`src/rtl/instr_fetch_unit.sv`:
```
// Instruction fetch stage: holds the PC, fetches one word per request over a
// variable-latency req/ack port and hands it to the decoder via valid/ready.
module instr_fetch_unit #(
    parameter logic [31:0] RESET_PC = 32'h0000_0000,
    parameter int unsigned MAX_WAIT = 255
) (
    input  logic        clk,
    input  logic        rst_n,
    output logic        imem_req,
    output logic [31:0] imem_addr,
    input  logic        imem_ack,
    input  logic [31:0] imem_rdata,
    output logic [31:0] instr,
    output logic        instr_valid,
    input  logic        instr_ready,
    output logic [31:0] pc_out,
    output logic [31:0] pc_plus4,
    input  logic        redirect,
    input  logic [31:0] redirect_target,
    output logic        fetch_err
);

    typedef enum logic [1:0] {
        S_IDLE = 2'd0,
        S_REQ  = 2'd1,
        S_HOLD = 2'd2,
        S_ERR  = 2'd3
    } state_t;

    localparam logic [31:0] RESET_PC_C = {RESET_PC[31:2], 2'b00};
    localparam logic [7:0]  MAX_WAIT_C = 8'(MAX_WAIT);

    state_t      state_q, state_d;
    logic [31:0] pc_q, pc_d;
    logic [31:0] instr_q, instr_d;
    logic        instr_valid_q, instr_valid_d;
    logic        imem_req_q, imem_req_d;
    logic        fetch_err_q, fetch_err_d;
    logic [7:0]  wait_cnt_q, wait_cnt_d;
    logic        redir_pend_q, redir_pend_d;
    logic [31:0] redir_tgt_q, redir_tgt_d;
    logic [31:0] tgt_s;
    logic        timeout_s;

    assign tgt_s     = {redirect_target[31:2], 2'b00};
    assign timeout_s = ((wait_cnt_q + 8'd1) == MAX_WAIT_C);

    // State and datapath registers
    always_ff @(posedge clk or negedge rst_n) begin
        if (!rst_n) begin
            state_q       <= S_IDLE;
            pc_q          <= RESET_PC_C;
            instr_q       <= 32'h0000_0000;
            instr_valid_q <= 1'b0;
            imem_req_q    <= 1'b0;
            fetch_err_q   <= 1'b0;
            wait_cnt_q    <= 8'd0;
            redir_pend_q  <= 1'b0;
            redir_tgt_q   <= 32'h0000_0000;
        end else begin
            state_q       <= state_d;
            pc_q          <= pc_d;
            instr_q       <= instr_d;
            instr_valid_q <= instr_valid_d;
            imem_req_q    <= imem_req_d;
            fetch_err_q   <= fetch_err_d;
            wait_cnt_q    <= wait_cnt_d;
            redir_pend_q  <= redir_pend_d;
            redir_tgt_q   <= redir_tgt_d;
        end
    end

    // Next-state logic; a redirect seen during or before the ack discards the data
    always_comb begin
        state_d = state_q;
        case (state_q)
            S_IDLE: state_d = S_REQ;
            S_REQ: begin
                if (imem_ack) begin
                    if (redir_pend_q || redirect) state_d = S_REQ;
                    else                          state_d = S_HOLD;
                end else if (timeout_s) begin
                    state_d = S_ERR;
                end else begin
                    state_d = S_REQ;
                end
            end
            S_HOLD: begin
                if (redirect || instr_ready) state_d = S_REQ;
                else                         state_d = S_HOLD;
            end
            S_ERR:   state_d = S_ERR;
            default: state_d = S_IDLE;
        endcase
    end

    // PC, captured word, wait counter and pending-redirect bookkeeping
    always_comb begin
        pc_d         = pc_q;
        instr_d      = instr_q;
        wait_cnt_d   = wait_cnt_q;
        redir_pend_d = redir_pend_q;
        redir_tgt_d  = redir_tgt_q;
        case (state_q)
            S_REQ: begin
                if (imem_ack) begin
                    wait_cnt_d   = 8'd0;
                    redir_pend_d = 1'b0;
                    if (redirect)          pc_d    = tgt_s;
                    else if (redir_pend_q) pc_d    = redir_tgt_q;
                    else                   instr_d = imem_rdata;
                end else begin
                    wait_cnt_d = wait_cnt_q + 8'd1;
                    if (redirect) begin
                        redir_pend_d = 1'b1;
                        redir_tgt_d  = tgt_s;
                    end else begin
                        redir_pend_d = redir_pend_q;
                    end
                end
            end
            S_HOLD: begin
                wait_cnt_d = 8'd0;
                if (redirect) begin
                    pc_d    = tgt_s;
                    instr_d = 32'h0000_0000;
                end else if (instr_ready) begin
                    pc_d    = pc_q + 32'd4;
                    instr_d = 32'h0000_0000;
                end else begin
                    pc_d    = pc_q;
                end
            end
            S_ERR:   instr_d = 32'h0000_0000;
            default: wait_cnt_d = 8'd0;
        endcase
    end

    // Registered handshake/status outputs decoded from the next state
    always_comb begin
        imem_req_d    = (state_d == S_REQ);
        instr_valid_d = (state_d == S_HOLD);
        fetch_err_d   = (state_d == S_ERR);
    end

    assign imem_req    = imem_req_q;
    assign imem_addr   = pc_q;
    assign instr       = instr_q;
    assign instr_valid = instr_valid_q;
    assign pc_out      = pc_q;
    assign pc_plus4    = pc_q + 32'd4;
    assign fetch_err   = fetch_err_q;

endmodule

```
`config.mk`:
```
export PLATFORM = sky130hd
export DESIGN_NAME = instr_fetch_unit
export DESIGN_NICKNAME = d
export VERILOG_FILES = /design/src/rtl/instr_fetch_unit.sv
export SDC_FILE = /design/constraint.sdc
export NUM_CORES = 1
export LEC_CHECK = 0
export BUFFER_PORTS_ARGS = -buffer_cell sky130_fd_sc_hd__buf_2
export CAP_MARGIN = 20
export CORE_MARGIN = 2
export CORE_UTILIZATION = 55
export CTS_CLUSTER_DIAMETER = 30
export DETAILED_ROUTE_END_ITERATION = 7
export PLACE_DENSITY = 0.91
export SETUP_SLACK_MARGIN = 0.5
export SYNTH_ARGS = -nofsm -noshare
export SYNTH_HDL_FRONTEND = slang
export SYNTH_SLANG_ARGS = --single-unit
```
`constraint.sdc`:
```
create_clock -name clk -period 3.52 [get_ports clk]
set_input_delay 0.528 -clock clk [delete_from_list [all_inputs] [get_ports clk]]
set_output_delay 0.528 -clock clk [all_outputs]
set_load 0.02 [all_outputs]
```
### After elaboration in Yosys (flattened, before gate mapping)

Cells that the tools add are included.

| word-level totals | value |
|---|---|
| bits in registers | 108 |
| latch bits | 0 |
| RAM bits | 0 |
| memory bits (read-only) | 0 |
| word-level logic and storage cells | 55 |
| memories kept | 0 |

| operators by class | value |
|---|---|
| add/sub/neg operators | 2 |
| multipliers | 0 |
| divide/modulo/power cells | 0 |
| order comparisons | 0 |
| eq/ne operators | 12 |
| shift-type cells | 0 |
| muxes and demuxes | 21 |
| bitwise gates (word level) | 1 |
| reductions and logical operators | 10 |

Operators by type and width:

| operator | count |
|---|---|
| two-way mux 32 bit | 10 |
| case mux 32 bit (3 select lines) | 1 |
| case mux 32 bit (2 select lines) | 1 |
| adder 32 x 3 -> 32 bit (second input constant) | 1 |
| case mux 8 bit (2 select lines) | 1 |
| adder 8 x 1 -> 8 bit (second input constant) | 1 |
| == test 2 bit (second input constant) | 4 |
| == test 8 bit (second input constant) | 1 |
| two-way mux 2 bit | 4 |
| two-way mux 8 bit | 1 |
| case mux 2 bit (4 select lines) | 1 |
| != test 2 bit (second input constant) | 3 |
| != test 3 bit (second input constant) | 2 |
| AND reduction 5 bit | 1 |
| == test 2 x 1 -> 1 bit (second input constant) | 2 |
| AND reduction 4 bit | 1 |
| nonzero test 2 bit | 2 |
| AND reduction 3 bit | 1 |
| nonzero test 3 bit | 1 |
| logical NOT 2 bit | 1 |
| logical OR 1 bit | 2 |
| two-way mux 1 bit | 2 |
| AND reduction 2 bit | 1 |
| NOT 1 bit | 1 |

### Logic depth before layout (Yosys ltp)

| logic depth | value |
|---|---|
| depth in word-level cells | 6 |
| depth in mapped cells | 8 |
| depth with buffers taken out | 6 |

### Worst setup path before layout

Ideal clock, no wire load.

| path | value |
|---|---|
| path kind | flip-flop to output port |
| start point | reg pc_q[2], in the netlist imem_addr[2] |
| end point | out pc_plus4[22] |
| arrival time | 1.955 ns |
| path slack | 1.037 ns |
| stages on the path, launching flop included | 7 |
| buffers on the path | 1 |
| cell sequence | dfrtp_1 -> ha_1 -> and4_1 -> clkbuf_1 -> nand2_1 -> nor3_1 -> xor2_1 |

| on the way | value |
|---|---|
| cells in the longest elaborated chain, start to end | 1 |

Ends and longest elaborated chain:

| element | RTL line | source |
|---|---|---|
| start: declaration | 34 | `logic [31:0] pc_q, pc_d;` |
| start signal: assignment | 62 | `pc_q <= pc_d;` |
| adder 32 x 3 -> 32 bit | 151 | `assign pc_plus4 = pc_q + 32'd4;` |
| end: declaration | 17 | `output logic [31:0] pc_plus4,` |

Every way passes these cells.

### Worst setup path after layout

| path | value |
|---|---|
| start point | reg pc_q[4], in the netlist imem_addr[4] |
| end point | out pc_plus4[23] |

Same word-level chain as after synthesis.

==> report_table.html <==
<table>
<tr><th>Metric</th><th>Value</th></tr>
<tr><th colspan="2">Synthesis</th></tr>
<tr><td>Flip-flop and latch count after synthesis</td><td>106</td></tr>
<tr><td>Sequential area share after synthesis</td><td>44.7%</td></tr>
<tr><td>Syn. warnings</td><td>0</td></tr>
<tr><td>Synthesized instance count</td><td>602</td></tr>
<tr><td>Share of Yosys cell area claimed by the top area cell type</td><td>44.7%</td></tr>
<tr><td>Number of distinct library cells after synthesis</td><td>69</td></tr>
<tr><td>Netlist area before placement</td><td>0.00593 mm²</td></tr>
<tr><td>FFs w/ async S/R, synth</td><td>100%</td></tr>
<tr><td>Area leader, netlist</td><td>sky130_fd_sc_hd__dfrtp_1</td></tr>
<tr><td>Most frequently used flop master after synthesis</td><td>sky130_fd_sc_hd__dfrtp_1</td></tr>
<tr><td>Synthesized area per cell</td><td>9.85 µm²</td></tr>
<tr><td>Biggest area contributors in the synthesized netlist</td><td>sky130_fd_sc_hd__dfrtp_1, sky130_fd_sc_hd__mux2_2, sky130_fd_sc_hd__a22o_1</td></tr>
<tr><td>Count of flip-flops with a built-in enable after synthesis</td><td>0</td></tr>
<tr><th colspan="2">STA</th></tr>
<tr><td>Clock Skew</td><td>19.5 ps</td></tr>
<tr><td>Number of failing hold endpoints at the final stage</td><td>0</td></tr>
<tr><td>Clock period minus worst slack</td><td>2880 ps</td></tr>
<tr><td>Max-slew violations</td><td>0</td></tr>
<tr><td>Tightest slew margin relative to the limit</td><td>33.7%</td></tr>
<tr><td>Transition time of the tightest slew-check pin</td><td>991 ps</td></tr>
<tr><td>Share of the cycle needed by the critical path after routing</td><td>81.8%</td></tr>
<tr><td>Setup total negative slack</td><td>0 ps</td></tr>
<tr><td>Setup-violating endpoint count in the final report</td><td>0</td></tr>
<tr><td>Timing-limited maximum frequency</td><td>0.347 GHz</td></tr>
<tr><td>Unrepaired setup endpoints after global routing</td><td>no</td></tr>
<tr><th colspan="2">Clock network</th></tr>
<tr><td>Number of sinks on the clock net</td><td>106</td></tr>
<tr><td>Post-CTS Setup Repair Bufs</td><td>0</td></tr>
<tr><td>Number of buffers on the longest clock path</td><td>2</td></tr>
<tr><td>Count of H-tree levels built during CTS</td><td>3</td></tr>
<tr><td>Number of buffers created by CTS</td><td>9</td></tr>
<tr><td>Worst-Skew Late Latency</td><td>390 ps</td></tr>
<tr><td>Clock slew at the register clock pins of the worst setup and hold paths</td><td>120 ps</td></tr>
<tr><td>CTS Hold Bufs</td><td>0</td></tr>
<tr><td>Cell at the root of the clock tree</td><td>sky130_fd_sc_hd__clkbuf_8</td></tr>
<tr><td>CTS tree</td><td>yes</td></tr>
<tr><td>Post-cts gate resize count</td><td>0</td></tr>
<tr><th colspan="2">Power</th></tr>
<tr><td>Sw Share</td><td>47.7%</td></tr>
<tr><td>Cell internal power dissipation</td><td>3.02 mW</td></tr>
<tr><td>Worst vdd ir</td><td>0.500 mV</td></tr>
<tr><td>Total power divided by cell area</td><td>832 mW/mm²</td></tr>
<tr><td>Combinational Power Share</td><td>48.4%</td></tr>
<tr><td>Power share of the clock group</td><td>13.7%</td></tr>
<tr><td>Static power due to leakage</td><td>3.39 nW</td></tr>
<tr><td>Total net switching power</td><td>2.75 mW</td></tr>
<tr><td>Sequential power share</td><td>38.0%</td></tr>
<tr><th colspan="2">Critical path</th></tr>
<tr><td>Delay of the slowest cell on the worst path</td><td>550 ps</td></tr>
<tr><td>Type of the worst setup path</td><td>flip-flop to output pin</td></tr>
<tr><td>Data required time of the critical path</td><td>2990 ps</td></tr>
<tr><td>Critical path cell sequence</td><td>nand3_1, nor2_1, and4_1, xor2_1, buf_2</td></tr>
<tr><td>Cell type group with the largest total delay on the critical path</td><td>simple AND/OR/NAND/NOR gates</td></tr>
<tr><td>Arrival time reported for the critical path endpoint</td><td>2350 ps</td></tr>
<tr><td>Largest driver fanout on the critical path</td><td>9</td></tr>
<tr><td>Reg2Reg Setup Slack</td><td>1240 ps</td></tr>
<tr><td>Combined buffer and inverter count along the critical path</td><td>1</td></tr>
<tr><td>Critical path launch point type</td><td>flip-flop</td></tr>
<tr><td>Worst Setup End Kind</td><td>output pin</td></tr>
<tr><td>Slowest cell on the critical path</td><td>sky130_fd_sc_hd__nor2_1</td></tr>
<tr><th colspan="2">Floorplanning</th></tr>
<tr><td>Initial Utilization</td><td>56.9%</td></tr>
<tr><td>Number of top-level pins</td><td>200</td></tr>
<tr><td>Number of rows in the core area</td><td>37</td></tr>
<tr><td>DIE AREA</td><td>0.0116 mm²</td></tr>
<tr><td>Core footprint</td><td>0.0104 mm²</td></tr>
<tr><td>Vertical extent of the die</td><td>108 µm</td></tr>
<tr><td>DIE WIDTH</td><td>108 µm</td></tr>
<tr><th colspan="2">Global route</th></tr>
<tr><td>Wire length of the first global-routing pass</td><td>24900 µm</td></tr>
<tr><td>Number of antenna violations at the first check in global routing</td><td>1</td></tr>
<tr><td>Vias in the first global route</td><td>5250</td></tr>
<tr><td>GRT Total Usage</td><td>27.1%</td></tr>
<tr><td>Largest net degree at the start of global routing</td><td>55</td></tr>
<tr><td>Remaining global-route overflow</td><td>0</td></tr>
<tr><th colspan="2">Routing</th></tr>
<tr><td>Antenna violation net count after detailed routing</td><td>0</td></tr>
<tr><td>Post-DR vias/cell</td><td>6.12</td></tr>
<tr><td>Total Routed Length</td><td>15700 µm</td></tr>
<tr><td>Detailed-routing iteration count for the pre-antenna-repair pass</td><td>5</td></tr>
<tr><td>Vias after detailed routing</td><td>5400</td></tr>
<tr><td>Wire per inst</td><td>17.8 µm</td></tr>
<tr><td>Violation count after the first detailed-route iteration</td><td>497</td></tr>
<tr><td>Residual DRC count</td><td>0</td></tr>
<tr><th colspan="2">Status</th></tr>
<tr><td>Status</td><td>finished clean</td></tr>
<tr><th colspan="2">Finish</th></tr>
<tr><td>Layout-stage area growth over the synthesis result</td><td>16.8%</td></tr>
<tr><td>Final #Nets</td><td>813</td></tr>
<tr><td>Count of antenna diodes in the layout</td><td>0</td></tr>
<tr><td>Share of layout cells above drive strength 1</td><td>36.6%</td></tr>
<tr><td>Non-Filler Instances</td><td>882</td></tr>
<tr><th colspan="2">Place</th></tr>
<tr><td>Placed cells</td><td>865</td></tr>
<tr><td>Post-DP HPWL</td><td>10900 µm</td></tr>
<tr><td>Number of buffers added on ports</td><td>191</td></tr>
<tr><td>Final weighted congestion in routability-driven placement</td><td>0.917</td></tr>
<tr><th colspan="2">Flow run</th></tr>
<tr><td>Number of maximum-capacitance constraint violations</td><td>0</td></tr>
<tr><th colspan="2">Worst hold path</th></tr>
<tr><td>Class of the tightest hold or removal check</td><td>input pin to async pin</td></tr>
</table>
==> layer usage <==
metal | wire length [µm] | up-vias | GRT usage [%]
met4 | 496 | 2 | 12.8
li1 | - | 2423 | -
met3 | 1270 | 53 | 5.57
met2 | 7730 | 328 | 44.8
met5 | 8 | - | 0
met1 | 6220 | 2594 | 34.0
==> cell families (layout without fill, tap and decap cells) <==
| logic type | Yosys count | in the layout | share of synthesized area (%) |
|---|---|---|---|
| other | 1 | 6 | 0.0632 |
| multiplexers | 32 | 32 | 6.03 |
| flip-flops | 106 | 106 | 44.7 |
| AND/OR/NAND/NOR | 192 | 192 | 17.6 |
| XOR/XNOR | 32 | 32 | 4.73 |
| buffers and inverters | 86 | 225 | 8.84 |
| adder cells (fa/ha/maj) | 3 | 3 | 0.633 |
| AO/OA/AOI/OAI | 150 | 150 | 17.3 |
==> state kept, by name (all words and copies together) (netlist names) <==
name / cells
fetch_err: 1
instr_valid: 1
redir_pend_q: 1
imem_req: 1
redir_tgt_q: 30
wait_cnt_q: 8
instr: 32
imem_addr: 30
state_q: 2
==> per-stage QoR <==
step	utilization [%]	area, µm²	hold slack, ps	worst slack [ps]	power (mW)
2_1_floorplan	-	5950	232	1040	4.23
3_3_place_gp	64.1	6680	477	993	4.83
3_5_place_dp	64.1	6680	477	968	4.95
4_1_cts	66.2	6890	200	535	5.74
5_1_grt	66.5	6920	228	502	6.13
6_report	66.5	6920	183	640	5.76
==> synthesized netlist by cell type, drive strengths merged, types with 12 or more instances <==
master	instances
a21oi	25
a22o	33
and3	15
buf	48
clkbuf	29
dfrtp	106
mux2	30
nand2	45
nand3	32
nand4	12
nor2	33
o21ai	45
xnor2	20
xor2	12
==> path summary, 6_finish.rpt <==
| kind | startpoint | end | cells after the start |
|---|---|---|---|
| max | imem_addr[4]$_DFFE_PN0P_ | pc_plus4[23] | 5 |
| max in group asynchronous | rst_n | imem_addr[29]$_DFFE_PN0P_ | 2 |
| min | rst_n | redir_tgt_q[22]$_DFFE_PN0P_ | 1 |
| min in group clk | imem_rdata[4] | instr[4]$_DFFE_PN0P_ | 2 |
| max reg2reg | state_q[1]$_DFF_PN0_ | imem_addr[25]$_DFFE_PN0P_ | 4 |
| min reg2reg | instr[11]$_DFFE_PN0P_ | instr[11]$_DFFE_PN0P_ | 1 |
==> cells in the final DEF, fill, tap and decap left out, types with 3 or more instances in the layout <==
master	instances
sky130_fd_sc_hd__and3_1	13
sky130_fd_sc_hd__a21oi_1	25
sky130_fd_sc_hd__o311a_1	3
sky130_fd_sc_hd__xor2_1	12
sky130_fd_sc_hd__a211o_1	4
sky130_fd_sc_hd__buf_2	190
sky130_fd_sc_hd__nor2_1	32
sky130_fd_sc_hd__conb_1	6
sky130_fd_sc_hd__o21ai_0	44
sky130_fd_sc_hd__nor4_1	5
sky130_fd_sc_hd__a31oi_1	9
sky130_fd_sc_hd__clkbuf_8	9
sky130_fd_sc_hd__nand4_1	8
sky130_fd_sc_hd__or3_1	6
sky130_fd_sc_hd__or4_1	3
sky130_fd_sc_hd__and2_1	5
sky130_fd_sc_hd__mux2_2	30
sky130_fd_sc_hd__ha_1	3
sky130_fd_sc_hd__xnor2_1	20
sky130_fd_sc_hd__nand2b_1	7
sky130_fd_sc_hd__nand3_1	32
sky130_fd_sc_hd__and4_2	3
sky130_fd_sc_hd__inv_1	9
sky130_fd_sc_hd__nor3_2	3
sky130_fd_sc_hd__a22o_1	33
sky130_fd_sc_hd__dfrtp_2	3
sky130_fd_sc_hd__buf_4	8
sky130_fd_sc_hd__dfrtp_1	103
sky130_fd_sc_hd__nand2_1	44
sky130_fd_sc_hd__nor3_1	6
==> cell type report <==
cell class | instances | area (µm²)
Timing Repair Buffer | 200 | 1050
Sequential cell | 106 | 2660
Clock inverter | 7 | 88.8
Clock buffer | 9 | 124
Fill cell | 824 | 3490
Multi-Input combinational cell | 415 | 2810
Tap cell | 136 | 170
Inverter | 9 | 33.8
==> power groups by stage <==
stage | logic [mW] | clock network, mW | registers [mW]
2_1_floorplan | 1.88 | 0 | 2.35
3_3_place_gp | 2.68 | 0 | 2.14
3_5_place_dp | 2.77 | 0 | 2.19
4_1_cts | 2.77 | 0.801 | 2.17
5_1_grt | 3.01 | 0.865 | 2.26
6_report | 2.79 | 0.787 | 2.19
No activity file was read; power rests on OpenSTA's default activity.
